## config.mk

```make
export PLATFORM = sky130hd
export DESIGN_NAME = clock_time_ctrl_flat
export DESIGN_NICKNAME = d
export VERILOG_FILES = /design/src/rtl/clock_time_ctrl_if.sv /design/src/rtl/clock_time_ctrl.sv /design/src/flat_wrapper.sv
export SDC_FILE = /design/constraint.sdc
export NUM_CORES = 1
export LEC_CHECK = 0
export BUFFER_PORTS_ARGS = -buffer_cell sky130_fd_sc_hd__buf_2
export CAP_MARGIN = 40
export CORE_MARGIN = 8
export CORE_UTILIZATION = 65
export CTS_BUF_LIST = sky130_fd_sc_hd__clkbuf_8
export CTS_CLUSTER_DIAMETER = 80
export CTS_CLUSTER_SIZE = 20
export DETAILED_ROUTE_END_ITERATION = 16
export HOLD_SLACK_MARGIN = 0.03
export PLACE_DENSITY_LB_ADDON = 0.1
export SLEW_MARGIN = 20
export SYNTH_ARGS = -nofsm -noshare
export SYNTH_HDL_FRONTEND = slang
export SYNTH_SLANG_ARGS = --single-unit
export TNS_END_PERCENT = 100
```

## constraint.sdc

```tcl
create_clock -name CP -period 4.48 [get_ports CP]
set_input_delay 0.896 -clock CP [delete_from_list [all_inputs] [get_ports CP]]
set_output_delay 0.896 -clock CP [all_outputs]
set_load 0.01 [all_outputs]
```

## src/rtl/clock_time_ctrl_if.sv

```systemverilog
// Signal bundle between prescaler/keys/counters and the clock mode/time-set controller.
// The controller takes the slave side; whoever drives ticks, keys and carries takes master.
interface clock_time_ctrl_if;
  logic       tick_1hz;
  logic       tick_blink;
  logic       key_mode;
  logic       key_adj;
  logic       sec_co;
  logic       min_co;
  logic       en_sec;
  logic       en_min;
  logic       en_hr;
  logic       sec_clr;
  logic [1:0] mode;
  logic       blank_hr;
  logic       blank_min;

  modport master (
    output tick_1hz, tick_blink, key_mode, key_adj, sec_co, min_co,
    input  en_sec, en_min, en_hr, sec_clr, mode, blank_hr, blank_min
  );

  modport slave (
    input  tick_1hz, tick_blink, key_mode, key_adj, sec_co, min_co,
    output en_sec, en_min, en_hr, sec_clr, mode, blank_hr, blank_min
  );
endinterface

```

## src/rtl/clock_time_ctrl.sv

```systemverilog
// Clock mode/time-set controller: debounced MODE/ADJ keys step RUN->SET_HR->SET_MIN->SET_SEC.
// Outputs are combinational from state (0 cycles); no backpressure, inputs sampled every CP.
module clock_time_ctrl #(
  parameter logic [19:0] DEB_CYCLES = 20'd50000,
  parameter int unsigned REP_DELAY  = 4,
  parameter int unsigned REP_RATE   = 1,
  parameter int unsigned TIMEOUT_S  = 30
) (
  input logic              CP,
  input logic              CR,
  clock_time_ctrl_if.slave bus
);

  typedef enum logic [1:0] {
    RUN     = 2'b00,
    SET_HR  = 2'b01,
    SET_MIN = 2'b10,
    SET_SEC = 2'b11
  } state_t;

  localparam int REP_W = $clog2(REP_DELAY + 1);
  localparam int TO_W  = $clog2(TIMEOUT_S + 1);

  // Bit 0 is the MODE key, bit 1 the ADJ key.
  logic [1:0]  key_raw;
  logic [1:0]  key_s1;
  logic [1:0]  key_s2;
  logic [1:0]  key_lvl;
  logic [1:0]  key_lvl_d;
  logic [19:0] deb_cnt [2];

  logic             mode_evt;
  logic             adj_rise;
  logic             adj_held;
  logic             rep_evt;
  logic             adj_evt;
  logic             adj_eff;
  logic             key_evt;
  logic [REP_W-1:0] rep_cnt;

  state_t          state;
  logic [TO_W-1:0] to_cnt;
  logic            to_hit;
  logic            phase;

  logic en_sec_c;
  logic en_min_c;
  logic en_hr_c;
  logic sec_clr_c;

  assign key_raw = {bus.key_adj, bus.key_mode};

  always_ff @(posedge CP or posedge CR) begin
    if (CR) begin
      key_s1     <= '0;
      key_s2     <= '0;
      key_lvl    <= '0;
      key_lvl_d  <= '0;
      deb_cnt[0] <= '0;
      deb_cnt[1] <= '0;
      rep_cnt    <= '0;
    end else begin
      key_s1    <= key_raw;
      key_s2    <= key_s1;
      key_lvl_d <= key_lvl;
      // Any sample agreeing with the accepted level restarts the hold count.
      for (int i = 0; i < 2; i++) begin
        if (key_s2[i] == key_lvl[i]) begin
          deb_cnt[i] <= '0;
        end else if (deb_cnt[i] == DEB_CYCLES - 20'd1) begin
          key_lvl[i] <= key_s2[i];
          deb_cnt[i] <= '0;
        end else begin
          deb_cnt[i] <= deb_cnt[i] + 20'd1;
        end
      end
      if (!adj_held) begin
        rep_cnt <= '0;
      end else if (bus.tick_blink) begin
        rep_cnt <= rep_evt ? REP_W'(REP_DELAY - REP_RATE) : rep_cnt + REP_W'(1);
      end
    end
  end

  assign mode_evt = key_lvl[0] & ~key_lvl_d[0];
  assign adj_rise = key_lvl[1] & ~key_lvl_d[1];
  assign adj_held = key_lvl[1];
  assign rep_evt  = adj_held & bus.tick_blink & (rep_cnt >= REP_W'(REP_DELAY - 1));
  assign adj_evt  = adj_rise | rep_evt;
  // A MODE event swallows a same-cycle ADJ event so no enable fires on the way out.
  assign adj_eff  = adj_evt & ~mode_evt;
  assign key_evt  = mode_evt | adj_evt;

  assign to_hit = (state != RUN) & bus.tick_1hz & (to_cnt == TO_W'(TIMEOUT_S - 1));

  always_ff @(posedge CP or posedge CR) begin
    if (CR) begin
      state  <= RUN;
      to_cnt <= '0;
      phase  <= 1'b0;
    end else begin
      if (to_hit) begin
        state <= RUN;
      end else if (mode_evt) begin
        case (state)
          RUN:     state <= SET_HR;
          SET_HR:  state <= SET_MIN;
          SET_MIN: state <= SET_SEC;
          default: state <= RUN;
        endcase
      end
      if (state == RUN || to_hit || key_evt) begin
        to_cnt <= '0;
      end else if (bus.tick_1hz) begin
        to_cnt <= to_cnt + TO_W'(1);
      end
      if (to_hit || mode_evt) begin
        phase <= 1'b0;
      end else if (bus.tick_blink) begin
        phase <= ~phase;
      end
    end
  end

  always_comb begin
    en_sec_c  = 1'b0;
    en_min_c  = 1'b0;
    en_hr_c   = 1'b0;
    sec_clr_c = 1'b0;
    case (state)
      RUN: begin
        en_sec_c = bus.tick_1hz;
        en_min_c = bus.tick_1hz & bus.sec_co;
        en_hr_c  = bus.tick_1hz & bus.sec_co & bus.min_co;
      end
      SET_HR:  en_hr_c   = adj_eff;
      SET_MIN: en_min_c  = adj_eff;
      default: sec_clr_c = adj_eff;
    endcase
  end

  assign bus.en_sec    = ~CR & en_sec_c;
  assign bus.en_min    = ~CR & en_min_c;
  assign bus.en_hr     = ~CR & en_hr_c;
  assign bus.sec_clr   = ~CR & sec_clr_c;
  assign bus.mode      = state;
  assign bus.blank_hr  = ~CR & (state == SET_HR) & phase & ~adj_held;
  assign bus.blank_min = ~CR & (state == SET_MIN) & phase & ~adj_held;

endmodule

```

## src/flat_wrapper.sv

```systemverilog
// flat-port wrapper written by rule: the top's interface ports become plain ports
module clock_time_ctrl_flat 
#(
  parameter logic [19:0] DEB_CYCLES = 20'd50000,
  parameter int unsigned REP_DELAY  = 4,
  parameter int unsigned REP_RATE   = 1,
  parameter int unsigned TIMEOUT_S  = 30
)
  (CP, CR, bus_tick_1hz, bus_tick_blink, bus_key_mode, bus_key_adj, bus_sec_co, bus_min_co, bus_en_sec, bus_en_min, bus_en_hr, bus_sec_clr, bus_mode, bus_blank_hr, bus_blank_min);
  clock_time_ctrl_if bus_i ();
  input logic CP;
  input logic CR;
  input wire logic [$bits(bus_i.tick_1hz)-1:0] bus_tick_1hz;
  input wire logic [$bits(bus_i.tick_blink)-1:0] bus_tick_blink;
  input wire logic [$bits(bus_i.key_mode)-1:0] bus_key_mode;
  input wire logic [$bits(bus_i.key_adj)-1:0] bus_key_adj;
  input wire logic [$bits(bus_i.sec_co)-1:0] bus_sec_co;
  input wire logic [$bits(bus_i.min_co)-1:0] bus_min_co;
  output wire logic [$bits(bus_i.en_sec)-1:0] bus_en_sec;
  output wire logic [$bits(bus_i.en_min)-1:0] bus_en_min;
  output wire logic [$bits(bus_i.en_hr)-1:0] bus_en_hr;
  output wire logic [$bits(bus_i.sec_clr)-1:0] bus_sec_clr;
  output wire logic [$bits(bus_i.mode)-1:0] bus_mode;
  output wire logic [$bits(bus_i.blank_hr)-1:0] bus_blank_hr;
  output wire logic [$bits(bus_i.blank_min)-1:0] bus_blank_min;
  assign bus_i.tick_1hz = bus_tick_1hz;
  assign bus_i.tick_blink = bus_tick_blink;
  assign bus_i.key_mode = bus_key_mode;
  assign bus_i.key_adj = bus_key_adj;
  assign bus_i.sec_co = bus_sec_co;
  assign bus_i.min_co = bus_min_co;
  assign bus_en_sec = bus_i.en_sec;
  assign bus_en_min = bus_i.en_min;
  assign bus_en_hr = bus_i.en_hr;
  assign bus_sec_clr = bus_i.sec_clr;
  assign bus_mode = bus_i.mode;
  assign bus_blank_hr = bus_i.blank_hr;
  assign bus_blank_min = bus_i.blank_min;
  clock_time_ctrl #(.DEB_CYCLES(DEB_CYCLES), .REP_DELAY(REP_DELAY), .REP_RATE(REP_RATE), .TIMEOUT_S(TIMEOUT_S)) u_core (.CP(CP), .CR(CR), .bus(bus_i));
endmodule
```

==> results_dict.tcl <==
set metrics [dict create \
    outcome "finished clean" \
    area_growth_pct 11.3 \
    post-route-period-util_pct 71.0 \
    r2r_cells 5 \
    setup_tns_ns 0 \
    ant_nets 0 \
    slew_viol_final 0 \
    max_slew.worst_pin.slew_ns 0.743 \
    fp-row-count 24 \
    critical_path_class "flip-flop to output port" \
    endpoint_kind "output port" \
    arrival_ns 2.28 \
    critPathLaunchType "flip-flop" \
    die_h_um 83.1 \
    antenna_cells 0 \
    holdWs_ns 0.354 \
    postSynthAreaPerCell_um2 9.98 \
    place_congestion 0.806 \
    vias_per_cell 5.92 \
    startpoint "u_core.rep_cnt[0]$_DFFE_PP0P_" \
    grt_pass1_wl_um 9760 \
    io_pins 16 \
    portBuffers 15 \
    synth_largest_area_cell "dfrtp_1" \
    ys_ff_latch 59 \
    start_util_pct 67.2 \
    ff2ff_setup_slack_ns 2.28 \
    dieArea_mm2 0.00690 \
    rr_startpoint "u_core.deb_cnt[20]$_DFF_PP0_" \
    clkTransAtPathRegs_ns 0.07 \
    synth_fp_nets 311 \
    nNetsFinal 331 \
    cap_viol_max_count 0 \
    cts_buffer_depth 2 \
    whs_path_depth 0 \
    routedWlPerCell_um 14.4 \
    setup_violations 0 \
    netlist_top_cells_area "dfrtp_1 50%, xnor2_1 7.5%, nor2_1 6.8%, ha_1 4.3%, nor4_1 3.2%" \
    chipWidth_um 83.1 \
    yosysSeqAreaShare_pct 50.5 \
    yosysTopAreaCellShare_pct 50.5 \
    yosysWarnings 0 \
    path_max_fanout 4 \
    hold_path.startpoint "u_core.key_s1[0]$_DFF_PP0_" \
    worst_ir_drop_vdd_v 0.000374 \
    post-route-min-period_ns 3.18 \
    crit_required_ns 3.58 \
    grt_start_max_net_pins 60 \
    cts_buffers 9 \
    hold_class "flip-flop to flip-flop" \
    whs_endpoint "u_core.key_s2[0]$_DFF_PP0_" \
    grt_overflow 0 \
    core_mm2 0.00435 \
    synth_area_mm2 0.00292 \
    hpwl_um 3590 \
    skew_ns 0.00956 \
    drt_first_pass_iters 4 \
    slew_headroom_pct 50.4 \
    reg2reg_to "u_core.deb_cnt[27]$_DFF_PP0_" \
    worstSkewPairLatency_ns 0.34 \
    root_buffer "clkbuf_8" \
    syn_inst 293 \
    fmax_mhz 314 \
    fillCellCount 333 \
    drive_above_1_share_pct 13.5 \
    tritoncts "built" \
    hold_viol 0 \
    antenna_found_initial 0 \
    vias 2189 \
    routed_wl_um 5340 \
    drc 0 \
    track_usage_pct 16.9 \
    drtIter0Drc 108 \
    power_density_mw_per_mm2 394 \
    p_leak_nw 1.42 \
    cts_resized 0 \
    cts-htree-levels 3 \
    holdBufCountCts 0 \
    clock-sinks 59 \
    cts_setup_buffers 0 \
    grt_pass1_vias 2134 \
    rsz0062_at_grt "no" \
    synth_cell_type_count 42 \
]
[synthesized netlist by cell type, drive strengths merged]
library cell	n
nor4	15
and4	2
o21ai	7
mux2	2
or4	1
inv	15
o211a	1
nor2	53
o221a	1
nand3	13
a32o	1
xor2	10
nor3b	1
nand4	13
a211oi	4
or3	5
and2	4
o41ai	1
nor3	5
or2	1
clkbuf	5
o22ai	1
ha	10
a21oi	6
a31o	2
buf	3
a41oi	1
xnor2	25
a2111o	1
nand4b	2
a21bo	1
nand2	12
mux2i	2
dfrtp	59
nor2b	1
nor4b	2
nor4bb	2
and3	3
[through the flow]
step,util [%],setup slack [ns],cell area [um2],instances,power [mW]
after floorplan,-,0.754,2920,293,0.730
after global placement,69.9,1.78,3050,354,0.773
after detailed placement,69.9,1.69,3050,354,0.781
after CTS,74.7,1.29,3250,370,1.30
after global routing,74.7,1.12,3250,370,1.35
final,74.7,1.30,3250,370,1.28
[layout by cell type (no fill, tap or decap), types with 2 or more instances in the layout]
master     Yosys  final
a21oi_1        6      6
and3_1         3      3
a211oi_1       4      4
mux2_2         2      2
nor3_1         5      5
bufinv_16      0      2
and4_1         2      2
nand4_1       13     13
ha_1          10     10
dfrtp_1       59     59
nor4_1        15     15
nor2_1        53     53
buf_4          0      2
clkinv_2       0      4
nand3_1       12     12
xnor2_1       25     25
xor2_1        10     10
or3_1          4      4
nor4bb_1       2      2
o21ai_0        5      5
nor4b_1        2      2
a31o_2         2      2
mux2i_1        2      2
clkbuf_8       0      9
inv_1         15     15
nand2_1       12     12
buf_2          3     15
and2_1         4      4
nand4b_1       2      2
[worst max-delay path by stage]
stage | cells after the start | end
after detailed placement | 7 | bus_en_hr
after CTS | 7 | bus_en_hr
after global placement | 7 | bus_en_hr
final | 7 | bus_en_hr
after global routing | 7 | bus_en_hr
after floorplan | 4 | bus_en_hr
[logic make-up after synthesis]
family,count (synthesis),share of synthesized area (%)
simple gates,135,23.6
buf+inv,23,3.08
flops,59,50.5
mux,4,1.45
xor+xnor,35,10.5
fa+ha+maj,10,4.28
compound gates,27,6.59
[cell type report]
| class | count | area [um2] | area share [%] |
|---|---|---|---|
| clock buffer | 9 | 124 | 3.81 |
| clock inverter | 7 | 83.8 | 2.58 |
| inverter | 15 | 56.3 | 1.73 |
| multi-input combinational | 211 | 1360 | 41.7 |
| sequential | 59 | 1480 | 45.4 |
| tap | 52 | 65.1 | 2.00 |
| timing repair buffer | 17 | 90.1 | 2.77 |
[per-layer routing]
layer / vias to the layer above / share of wire [%] / routed length (um) / global-route usage (%)
met4: 0 / 1.1 / 59 / 5.75
met3: 6 / 4.9 / 260 / 6.74
met5: - / 0 / 0 / 0
met2: 41 / 44 / 2370 / 24.0
li1: 1076 / - / - / -
met1: 1066 / 50 / 2640 / 22.8
[sequential cells by signal (all words and copies together) (netlist names)]
register          cells
u_core.bus.mode       2
u_core.deb_cnt       40
u_core.key_lvl        2
u_core.key_lvl_d      2
u_core.key_s1         2
u_core.key_s2         2
u_core.phase          1
u_core.rep_cnt        3
u_core.to_cnt         5
[where the power goes]
group / total (mW) / leakage, nW / internal [mW] / switching, mW
Combinational: 0.155 / 0.515 / 0.0691 / 0.0861
Clock: 0.512 / 0.114 / 0.307 / 0.205
Sequential: 0.615 / 0.790 / 0.574 / 0.0409
[critical path, stage by stage, from the launching register on]
cell and delay [ns]:
dfrtp_1 0.41, ha_1 0.22, ha_1 0.17, a211oi_1 0.35, o21ai_0 0.19, and2_1 0.21
a32o_1 0.25, buf_2 0.14
No activity file was read; power rests on OpenSTA's default activity.
